File: src/rtl/cla_pipe_adder_if.sv
// Operand/result handshake bundle for cla_pipe_adder.
// The slave modport is the adder's view and the master modport is the producer/consumer view.
interface cla_pipe_adder_if #(
    parameter int unsigned WIDTH = 32
);
    logic             in_valid;
    logic             in_ready;
    logic [WIDTH-1:0] a;
    logic [WIDTH-1:0] b;
    logic             cin;
    logic             sub;
    logic             out_valid;
    logic             out_ready;
    logic [WIDTH-1:0] sum;
    logic             cout;
    logic             ovf;
    logic             zero;

    modport master (
        output in_valid, a, b, cin, sub, out_ready,
        input  in_ready, out_valid, sum, cout, ovf, zero
    );

    modport slave (
        input  in_valid, a, b, cin, sub, out_ready,
        output in_ready, out_valid, sum, cout, ovf, zero
    );
endinterface

File: src/rtl/cla_pipe_adder.sv
// Two-stage pipelined carry-lookahead adder/subtractor built from 4-bit lookahead groups.
// Stage 1 registers bit and group generate/propagate; stage 2 resolves the carries and the flags.
module cla_pipe_adder #(
    parameter int unsigned WIDTH = 32,
    parameter int unsigned GROUP = 4
) (
    input  logic            clk,
    input  logic            rst,
    cla_pipe_adder_if.slave bus
);
    localparam int unsigned NG = WIDTH / GROUP;

    if (GROUP != 4) begin : g_bad_group
        $error("cla_pipe_adder: GROUP must be 4");
    end
    if ((WIDTH % GROUP) != 0 || WIDTH < 4 || WIDTH > 64) begin : g_bad_width
        $error("cla_pipe_adder: WIDTH must be a multiple of 4 in 4..64");
    end

    // Carry into position n as a flat sum of products: G[n-1] | P[n-1]G[n-2] | ... | P[n-1..0]c.
    function automatic logic la_carry(input logic [15:0] gv, input logic [15:0] pv,
                                      input logic c, input int unsigned n);
        logic res;
        logic prod;
        res = c;
        for (int unsigned m = 0; m < n; m++) res = res & pv[m[3:0]];
        for (int unsigned j = 0; j < n; j++) begin
            prod = gv[j[3:0]];
            for (int unsigned m = j + 1; m < n; m++) prod = prod & pv[m[3:0]];
            res = res | prod;
        end
        return res;
    endfunction

    logic             s2_adv;
    logic             in_ready;
    logic             accept;
    logic [WIDTH-1:0] b_eff;
    logic             c0_d;
    logic [WIDTH-1:0] g_d, p_d;
    logic [NG-1:0]    gg_d, gp_d;
    logic             s1_valid_q;
    logic [WIDTH-1:0] g_q, p_q;
    logic [NG-1:0]    gg_q, gp_q;
    logic             c0_q, amsb_q, bmsb_q;
    logic [NG:0]      gc;
    logic [WIDTH-1:0] carry;
    logic [WIDTH-1:0] sum_d, sum_q;
    logic             cout_d, ovf_d, zero_d;
    logic             out_valid_q, cout_q, ovf_q, zero_q;

    assign s2_adv   = !out_valid_q || bus.out_ready;
    assign in_ready = !s1_valid_q || s2_adv;
    assign accept   = bus.in_valid && in_ready;

    always_comb begin
        b_eff = bus.sub ? ~bus.b : bus.b;
        c0_d  = bus.sub | bus.cin;
        g_d   = bus.a & b_eff;
        p_d   = bus.a ^ b_eff;
    end

    for (genvar k = 0; k < NG; k++) begin : g_grp
        assign gg_d[k] = la_carry(16'(g_d[GROUP*k +: GROUP]), 16'(p_d[GROUP*k +: GROUP]), 1'b0, GROUP);
        assign gp_d[k] = &p_d[GROUP*k +: GROUP];
    end

    for (genvar k = 0; k <= NG; k++) begin : g_gcarry
        assign gc[k] = la_carry(16'(gg_q), 16'(gp_q), c0_q, k);
    end

    for (genvar k = 0; k < NG; k++) begin : g_bcarry
        for (genvar i = 0; i < GROUP; i++) begin : g_bit
            assign carry[GROUP*k + i] =
                la_carry(16'(g_q[GROUP*k +: GROUP]), 16'(p_q[GROUP*k +: GROUP]), gc[k], i);
        end
    end

    always_comb begin
        sum_d  = p_q ^ carry;
        cout_d = gc[NG];
        ovf_d  = (amsb_q == bmsb_q) && (sum_d[WIDTH-1] != amsb_q);
        zero_d = (sum_d == '0);
    end

    always_ff @(posedge clk or posedge rst) begin
        if (rst) begin
            s1_valid_q  <= 1'b0;
            g_q         <= '0;
            p_q         <= '0;
            gg_q        <= '0;
            gp_q        <= '0;
            c0_q        <= 1'b0;
            amsb_q      <= 1'b0;
            bmsb_q      <= 1'b0;
            out_valid_q <= 1'b0;
            sum_q       <= '0;
            cout_q      <= 1'b0;
            ovf_q       <= 1'b0;
            zero_q      <= 1'b0;
        end else begin
            if (accept) begin
                s1_valid_q <= 1'b1;
                g_q        <= g_d;
                p_q        <= p_d;
                gg_q       <= gg_d;
                gp_q       <= gp_d;
                c0_q       <= c0_d;
                amsb_q     <= bus.a[WIDTH-1];
                bmsb_q     <= b_eff[WIDTH-1];
            end else if (s2_adv) begin
                s1_valid_q <= 1'b0;
            end
            // Result registers only move on advance, so they stay frozen during a stall.
            if (s2_adv) begin
                out_valid_q <= s1_valid_q;
                if (s1_valid_q) begin
                    sum_q  <= sum_d;
                    cout_q <= cout_d;
                    ovf_q  <= ovf_d;
                    zero_q <= zero_d;
                end
            end
        end
    end

    assign bus.in_ready  = in_ready;
    assign bus.out_valid = out_valid_q;
    assign bus.sum       = sum_q;
    assign bus.cout      = cout_q;
    assign bus.ovf       = ovf_q;
    assign bus.zero      = zero_q;
endmodule

File: src/flat_wrapper.sv
// flat-port wrapper written by rule: the top's interface ports become plain ports
module cla_pipe_adder_flat 
#(
    parameter int unsigned WIDTH = 32,
    parameter int unsigned GROUP = 4
)
  (clk, rst, bus_in_valid, bus_a, bus_b, bus_cin, bus_sub, bus_out_ready, bus_in_ready, bus_out_valid, bus_sum, bus_cout, bus_ovf, bus_zero);
  cla_pipe_adder_if #(.WIDTH(WIDTH)) bus_i ();
  input  logic clk;
  input  logic rst;
  input wire logic [$bits(bus_i.in_valid)-1:0] bus_in_valid;
  input wire logic [$bits(bus_i.a)-1:0] bus_a;
  input wire logic [$bits(bus_i.b)-1:0] bus_b;
  input wire logic [$bits(bus_i.cin)-1:0] bus_cin;
  input wire logic [$bits(bus_i.sub)-1:0] bus_sub;
  input wire logic [$bits(bus_i.out_ready)-1:0] bus_out_ready;
  output wire logic [$bits(bus_i.in_ready)-1:0] bus_in_ready;
  output wire logic [$bits(bus_i.out_valid)-1:0] bus_out_valid;
  output wire logic [$bits(bus_i.sum)-1:0] bus_sum;
  output wire logic [$bits(bus_i.cout)-1:0] bus_cout;
  output wire logic [$bits(bus_i.ovf)-1:0] bus_ovf;
  output wire logic [$bits(bus_i.zero)-1:0] bus_zero;
  assign bus_i.in_valid = bus_in_valid;
  assign bus_i.a = bus_a;
  assign bus_i.b = bus_b;
  assign bus_i.cin = bus_cin;
  assign bus_i.sub = bus_sub;
  assign bus_i.out_ready = bus_out_ready;
  assign bus_in_ready = bus_i.in_ready;
  assign bus_out_valid = bus_i.out_valid;
  assign bus_sum = bus_i.sum;
  assign bus_cout = bus_i.cout;
  assign bus_ovf = bus_i.ovf;
  assign bus_zero = bus_i.zero;
  cla_pipe_adder #(.WIDTH(WIDTH), .GROUP(GROUP)) u_core (.clk(clk), .rst(rst), .bus(bus_i));
endmodule
File: config.mk
export PLATFORM = sky130hd
export DESIGN_NAME = cla_pipe_adder_flat
export DESIGN_NICKNAME = d
export VERILOG_FILES = /design/src/rtl/cla_pipe_adder_if.sv /design/src/rtl/cla_pipe_adder.sv /design/src/flat_wrapper.sv
export SDC_FILE = /design/constraint.sdc
export NUM_CORES = 1
export LEC_CHECK = 0
export CORE_UTILIZATION = 32
export CTS_BUF_LIST = sky130_fd_sc_hd__clkbuf_8
export CTS_CLUSTER_DIAMETER = 200
export DETAILED_ROUTE_END_ITERATION = 8
export RECOVER_POWER = 50
export SLEW_MARGIN = 20
export SYNTH_ARGS = -nofsm -noshare
export SYNTH_HDL_FRONTEND = slang
export SYNTH_SLANG_ARGS = --single-unit
File: constraint.sdc
create_clock -name clk -period 4.15 [get_ports clk]
set_clock_uncertainty 0.15 [all_clocks]
set_input_delay 0.6225 -clock clk [delete_from_list [all_inputs] [get_ports clk]]
set_output_delay 0.6225 -clock clk [all_outputs]
set_load 0.05 [all_outputs]
==> summary.txt, run 1 <==
Logic synthesis
  – #FFs+latches synth: 112
  – Mapped cell area: 0.00577 sq mm
  – Ys async rst share: 100%
  – Synth Warn #: 0
  – Mean post-synth cell area: 11.7 sq um
  – Number of synthesized flops with an enable pin: 0
  – Syn Inst Count: 492
  – Post-synthesis sequential area ratio: 48.5%
  – Primary FF master, synth: dfrtp_1
  – Cell variety after synth: 39
  – Syn_nets: 602

STA
  – Hold Worst Slack: 341 ps
  – Setup Viol. Count Final: 0
  – FMAX: 296 MHz
  – Final worst slack: 767 ps
  – Setup Total Neg Slack: 0 ps
  – Unrepaired setup endpoints after global routing: false
  – Final period util: 81.5%
  – Slew Limit Fails: 103
  – Hold Vio Cnt, Final: 0
  – Slew headroom: -57.8%
  – Worst-margin pin slew: 2350 ps
  – Crit path time final: 3380 ps

GRT
  – Vias in the first global route: 4,191
  – Initial antenna violation count: 0
  – Global-route wire length before repair: 22.1 mm
  – GRT Resource Usage Total: 15.9%
  – Grt total ovfl: 0
  – Largest net degree at the start of global routing: 54

Clocking
  – CTS clk-pin slew, worst paths: 90 ps
  – CTS tree: yes
  – Post-cts gate resize count: 0
  – Clock Latency Late Sink: 370 ps
  – Total CTS buffers: 9
  – # hold bufs at CTS: 0
  – Clock Tree Root: clkbuf_8
  – Post CTS Setup Buffer Count: 0
  – Number of H-tree levels: 3
  – Longest Clk Path Bufs: 2
  – Clock Sinks: 112

Die
  – Die Area: 0.0186 sq mm
  – Die height: 136 um
  – Initial Util: 33.0%
  – Std cell rows: 48
  – Total core area: 0.0175 sq mm
  – IO Count: 107
  – Die X-Extent: 136 um

Detailed routing
  – DRC viols: 0
  – WL per Instance: 16.9 um
  – Pre-Repair DR Iteration Count: 5
  – Initial DRC count: 160
  – Vias/cell: 4.98
  – Final ANT Viol Nets: 0
  – WL final: 14.0 mm
  – Via count: 4,120

Setup path
  – CP arrival: 3490 ps
  – R2r startpoint: u_core.s1_valid_q
  – Crit Path Class: in2reg
  – Worst Path Max Fanout: 49
  – WP data required: 4260 ps
  – Critical Path Sink Type: flip-flop
  – Crit start category: input pin
  – CP startpoint: bus_out_ready

Cells and area
  – Fillers: 1,640
  – Ratio of cells with drive above 1 in the final layout: 17.3%
  – Register area: 0.00280 sq mm
  – Post-route cell area: 0.00733 sq mm
  – Post-Layout Cell Count: 827
  – Most frequent cells in the layout: dfrtp_1, clkdlybuf4s50_1, mux2_2
  – Area Overhead vs Synth: 26.9%
  – Area occupied by multi-input gates: 0.00288 sq mm
  – Number of diodes: 0
  – NumNets Final: 707
  – Commonest non-fill, non-tap cell in the layout: dfrtp_1

Placement
  – Placed Instance Area: 0.00711 sq mm
  – Final GP Congestion: 0.872
  – PortBufs: 106
  – Pre-CTS WS: 1180 ps
  – Detailed placer's ending HPWL: 11.0 mm
  – Post-Place Cells: 811

Flow run
  – Maxcap violations: 2

Power and ir drop
  – VDD IR max: 0.307 mV
  – Pwr per Cell Area: 558 mW/mm^2
  – Leakage power: 0.00332 uW

Status
  – Failing checks: capacitance limit, slew limit
  – Status: finished, violations left

Hold path
  – HP Start: u_core.bus.sum[23]
  – Worst hold path class: reg2reg
metal layers:
| layer | GRT usage [%] | part of all wire [%] |
|---|---|---|
| met4 | 3.89 | 0.94 |
| met1 | 20.9 | 47 |
| met5 | 0 | 0 |
| met3 | 4.03 | 5.0 |
| met2 | 25.9 | 47 |
cell families after synthesis:
family                   count (synthesis)  synth area share, %
AO/OA/AOI/OAI                           93                 10.6
XOR/XNOR                                39                 5.92
AND/OR/NAND/NOR                        111                 9.92
buffers and inverters                   21                 1.52
flip-flops                             112                 48.5
multiplexers                            76                 14.8
adder cells (fa/ha/maj)                 40                 8.67
registers in the layout (all words and copies together) (netlist names):
signal                cells
u_core.amsb_q             1
u_core.bus.ovf            1
u_core.bus.out_valid      1
u_core.bus.cout           1
u_core.bus.zero           1
u_core.g_q               24
u_core.gp_q               8
u_core.s1_valid_q         1
u_core.p_q               32
u_core.bmsb_q             1
u_core.c0_q               1
u_core.gg_q               8
u_core.bus.sum           32
power by group:
group	internal [uW]	switching [uW]
clock network	386	348
registers	1380	228
logic	710	1040
stage by stage:
stage	total power (uW)	util, %
6_report	4090	41.9
5_1_grt	4310	41.9
4_1_cts	4130	42.0
3_5_place_dp	3380	40.7
3_3_place_gp	3360	40.7
2_1_floorplan	2720	-
Yosys cell counts (2+ instances only):
library cell  number  area (sq um)
dfrtp_1          112          2800
mux2_2            76           856
nand2_1           43           161
ha_1              40           500
xor2_1            34           298
o21ai_0           32           160
a21o_1            21           158
nand4_1           12          75.1
nor2_1            11          41.3
a21oi_1           10          50.1
and2_1             9          56.3
clkbuf_1           9          33.8
a211oi_1           8          60.1
nor3_1             8          40.0
buf_2              7          35.0
or3_1              7          43.8
o211a_1            6          60.1
xnor2_1            5          43.8
buf_1              4          15.0
nor4_1             4          25.0
o21a_1             4          30.0
o31ai_1            4          30.0
nand2b_1           3          18.8
nor3_2             3          30.0
and4b_1            2          20.0
nand3_1            2          10.0
nand3b_1           2          15.0
o211ai_1           2          15.0
or2_2              2          12.5
path summary, 6_finish.rpt:
check / endpoint / slack, ps / cells past startpoint
setup / recovery: u_core.p_q[21] / 770 / 5
hold reg to reg: u_core.bus.sum[23] / 340 / 2
setup reg to reg: u_core.p_q[21] / 1070 / 4
hold / removal: u_core.bus.sum[23] / 340 / 2
max in group asynchronous: u_core.bus.sum[22] / 1510 / 3
min in group asynchronous: u_core.gp_q[6] / 1190 / 2
area by class of cell:
type,instances,area share (%)
Multi-Input combinational cell,359,39.4
Sequential cell,112,38.3
Timing Repair Buffer,114,15.3
Tap cell,225,3.84
Clock buffer,12,2.25
Clock inverter,4,0.922
Inverter,1,0.0683
worst max-delay path, stage by stage:
cell,delay [ps]
dlygate4sd3_1,550
nand3b_1,200
nand2_1,1380
buf_12,330
mux2_2,370
No activity file was read; power rests on OpenSTA's default activity.
==> inputs of run 2 (changes only) <==
==> constraint.sdc (replaced) <==
create_clock -name clk -period 3.37 [get_ports clk]
set_clock_uncertainty 0.15 [all_clocks]
set_input_delay 0.5055 -clock clk [delete_from_list [all_inputs] [get_ports clk]]
set_output_delay 0.5055 -clock clk [all_outputs]
set_load 0.05 [all_outputs]
==> summary.txt, run 2 (synthesized netlist as in run 1, its figures left out) <==
Status
  – Status: finished, violations left
  – Failing checks: capacitance limit, slew limit

Cells and area
  – Final Core Density: 42.1%
  – NumNets Final: 706
  – Area Overhead vs Synth: 27.5%
  – Post-Layout Cell Count: 826
  – Commonest non-fill, non-tap cell in the layout: dfrtp_1
  – Most frequent cells in the layout: dfrtp_1, clkdlybuf4s50_1, mux2_2
  – Ratio of cells with drive above 1 in the final layout: 17.6%
  – Number of diodes: 0
  – Post-route cell area: 0.00736 sq mm

Detailed routing
  – Highest Signal Layer: met4
  – WL met2: 6.50 mm
  – DRC viols: 0
  – Initial DRC count: 187
  – Pre-Repair DR Iteration Count: 4
  – Routed met3 length: 749 um
  – Final ANT Viol Nets: 0
  – M1 WL: 6.39 mm
  – Vias/cell: 5.10
  – Via count: 4,214
  – WL per Instance: 16.9 um
  – WL final: 14.0 mm

Power and ir drop
  – Leakage power: 0.00332 uW
  – Pwr per Cell Area: 693 mW/mm^2
  – VDD IR max: 0.393 mV

Clocking
  – Post CTS Setup Buffer Count: 0
  – Clock Sinks: 112
  – Clock Tree Root: clkbuf_8
  – CTS clk-pin slew, worst paths: 100 ps
  – Post-cts gate resize count: 0
  – Longest Clk Path Bufs: 2
  – Number of H-tree levels: 3
  – Clock Latency Late Sink: 380 ps
  – CTS tree: yes
  – Total CTS buffers: 9
  – # hold bufs at CTS: 0

Hold path
  – Worst hold path class: reg2reg
  – Hold path depth: 2

Die
  – Std cell rows: 48
  – Die Area: 0.0186 sq mm
  – Initial Util: 33.0%
  – Die height: 136 um
  – Total core area: 0.0175 sq mm
  – Die X-Extent: 136 um
  – IO Count: 107

GRT
  – Grt total ovfl: 0
  – GRT Resource Usage Total: 16.0%
  – Vias in the first global route: 4,281
  – Largest net degree at the start of global routing: 40
  – Global-route wire length before repair: 22.4 mm
  – Initial antenna violation count: 0

STA
  – Unrepaired setup endpoints after global routing: false
  – Final period util: 90.4%
  – Worst-margin pin slew: 1730 ps
  – Setup Total Neg Slack: 0 ps
  – Hold Vio Cnt, Final: 0
  – Slew Limit Fails: 76
  – Crit path time final: 3050 ps
  – Setup Viol. Count Final: 0
  – FMAX: 328 MHz
  – Slew headroom: -15.8%

Setup path
  – WP data required: 3510 ps
  – Critical Path Sink Type: flip-flop
  – Crit Path Class: reg2reg
  – CP arrival: 3180 ps
  – Worst Path Max Fanout: 3
  – Reg2Reg Depth: 9
  – Crit start category: flip-flop

Flow run
  – Maxcap violations: 2

Placement
  – Placed Instance Area: 0.00715 sq mm
  – Detailed placer's ending HPWL: 10.8 mm
  – Final GP Congestion: 0.832
  – Post-Place Cells: 810
  – PortBufs: 106
==> run 2: cell count changes in the layout (fill, tap and decap cells not counted), moves of 2 or more <==
cell and change:
inv_1 -2, buf_12 +2, clkbuf_2 +3, buf_4 -5
clkbuf_8 -2
==> run 2: critical path, cell delays in order, from the launching register on <==
cell and delay (ps):
dfrtp_1 400, or3_1 370, a211oi_1 350, o41ai_1 200, ha_1 380, nor4_1 370
nand4_1 140, and4b_1 260, o2111ai_1 130, o31ai_1 220
==> run 2: layout make-up <==
| cell class | count | area (sq um) |
|---|---|---|
| Clock buffer | 10 | 138 |
| Fill cell | 1664 | 10100 |
| Timing Repair Buffer | 113 | 1130 |
| Inverter | 1 | 5.00 |
| Sequential cell | 112 | 2800 |
| Multi-Input combinational cell | 359 | 2880 |
| Clock inverter | 6 | 115 |
| Tap cell | 225 | 282 |
==> run 2: metrics by stage <==
step | setup slack (ps) | hold WS (ps) | power [uW]
after global routing | 88.2 | 372 | 5390
after detailed placement | 369 | 326 | 4170
after global placement | 369 | 320 | 4140
after CTS | 316 | 349 | 5160
final | 322 | 342 | 5100
after floorplan | 760 | 301 | 3340
==> run 2: layer usage <==
metal  vias up  track usage, %
met5         -               0
met3        22            4.59
met2       113            25.4
met1      2082            20.8
li1       1997               -
met4         0            5.74
==> run 2: final timing paths <==
| kind | start | end | slack, ps |
|---|---|---|---|
| max | u_core.gg_q[2] | u_core.bus.zero | 320 |
| min | u_core.bus.sum[17] | u_core.bus.sum[17] | 340 |
| max reg2reg | u_core.gg_q[2] | u_core.bus.zero | 320 |
| min reg2reg | u_core.bus.sum[17] | u_core.bus.sum[17] | 340 |
| max in group asynchronous | rst | u_core.gg_q[5] | 630 |
| min in group asynchronous | rst | u_core.bus.out_valid | 840 |
==> run 2: power by group <==
group	internal (uW)	switching (uW)	total, uW
combinational	876	1280	2160
clock	518	453	970
sequential	1700	272	1970
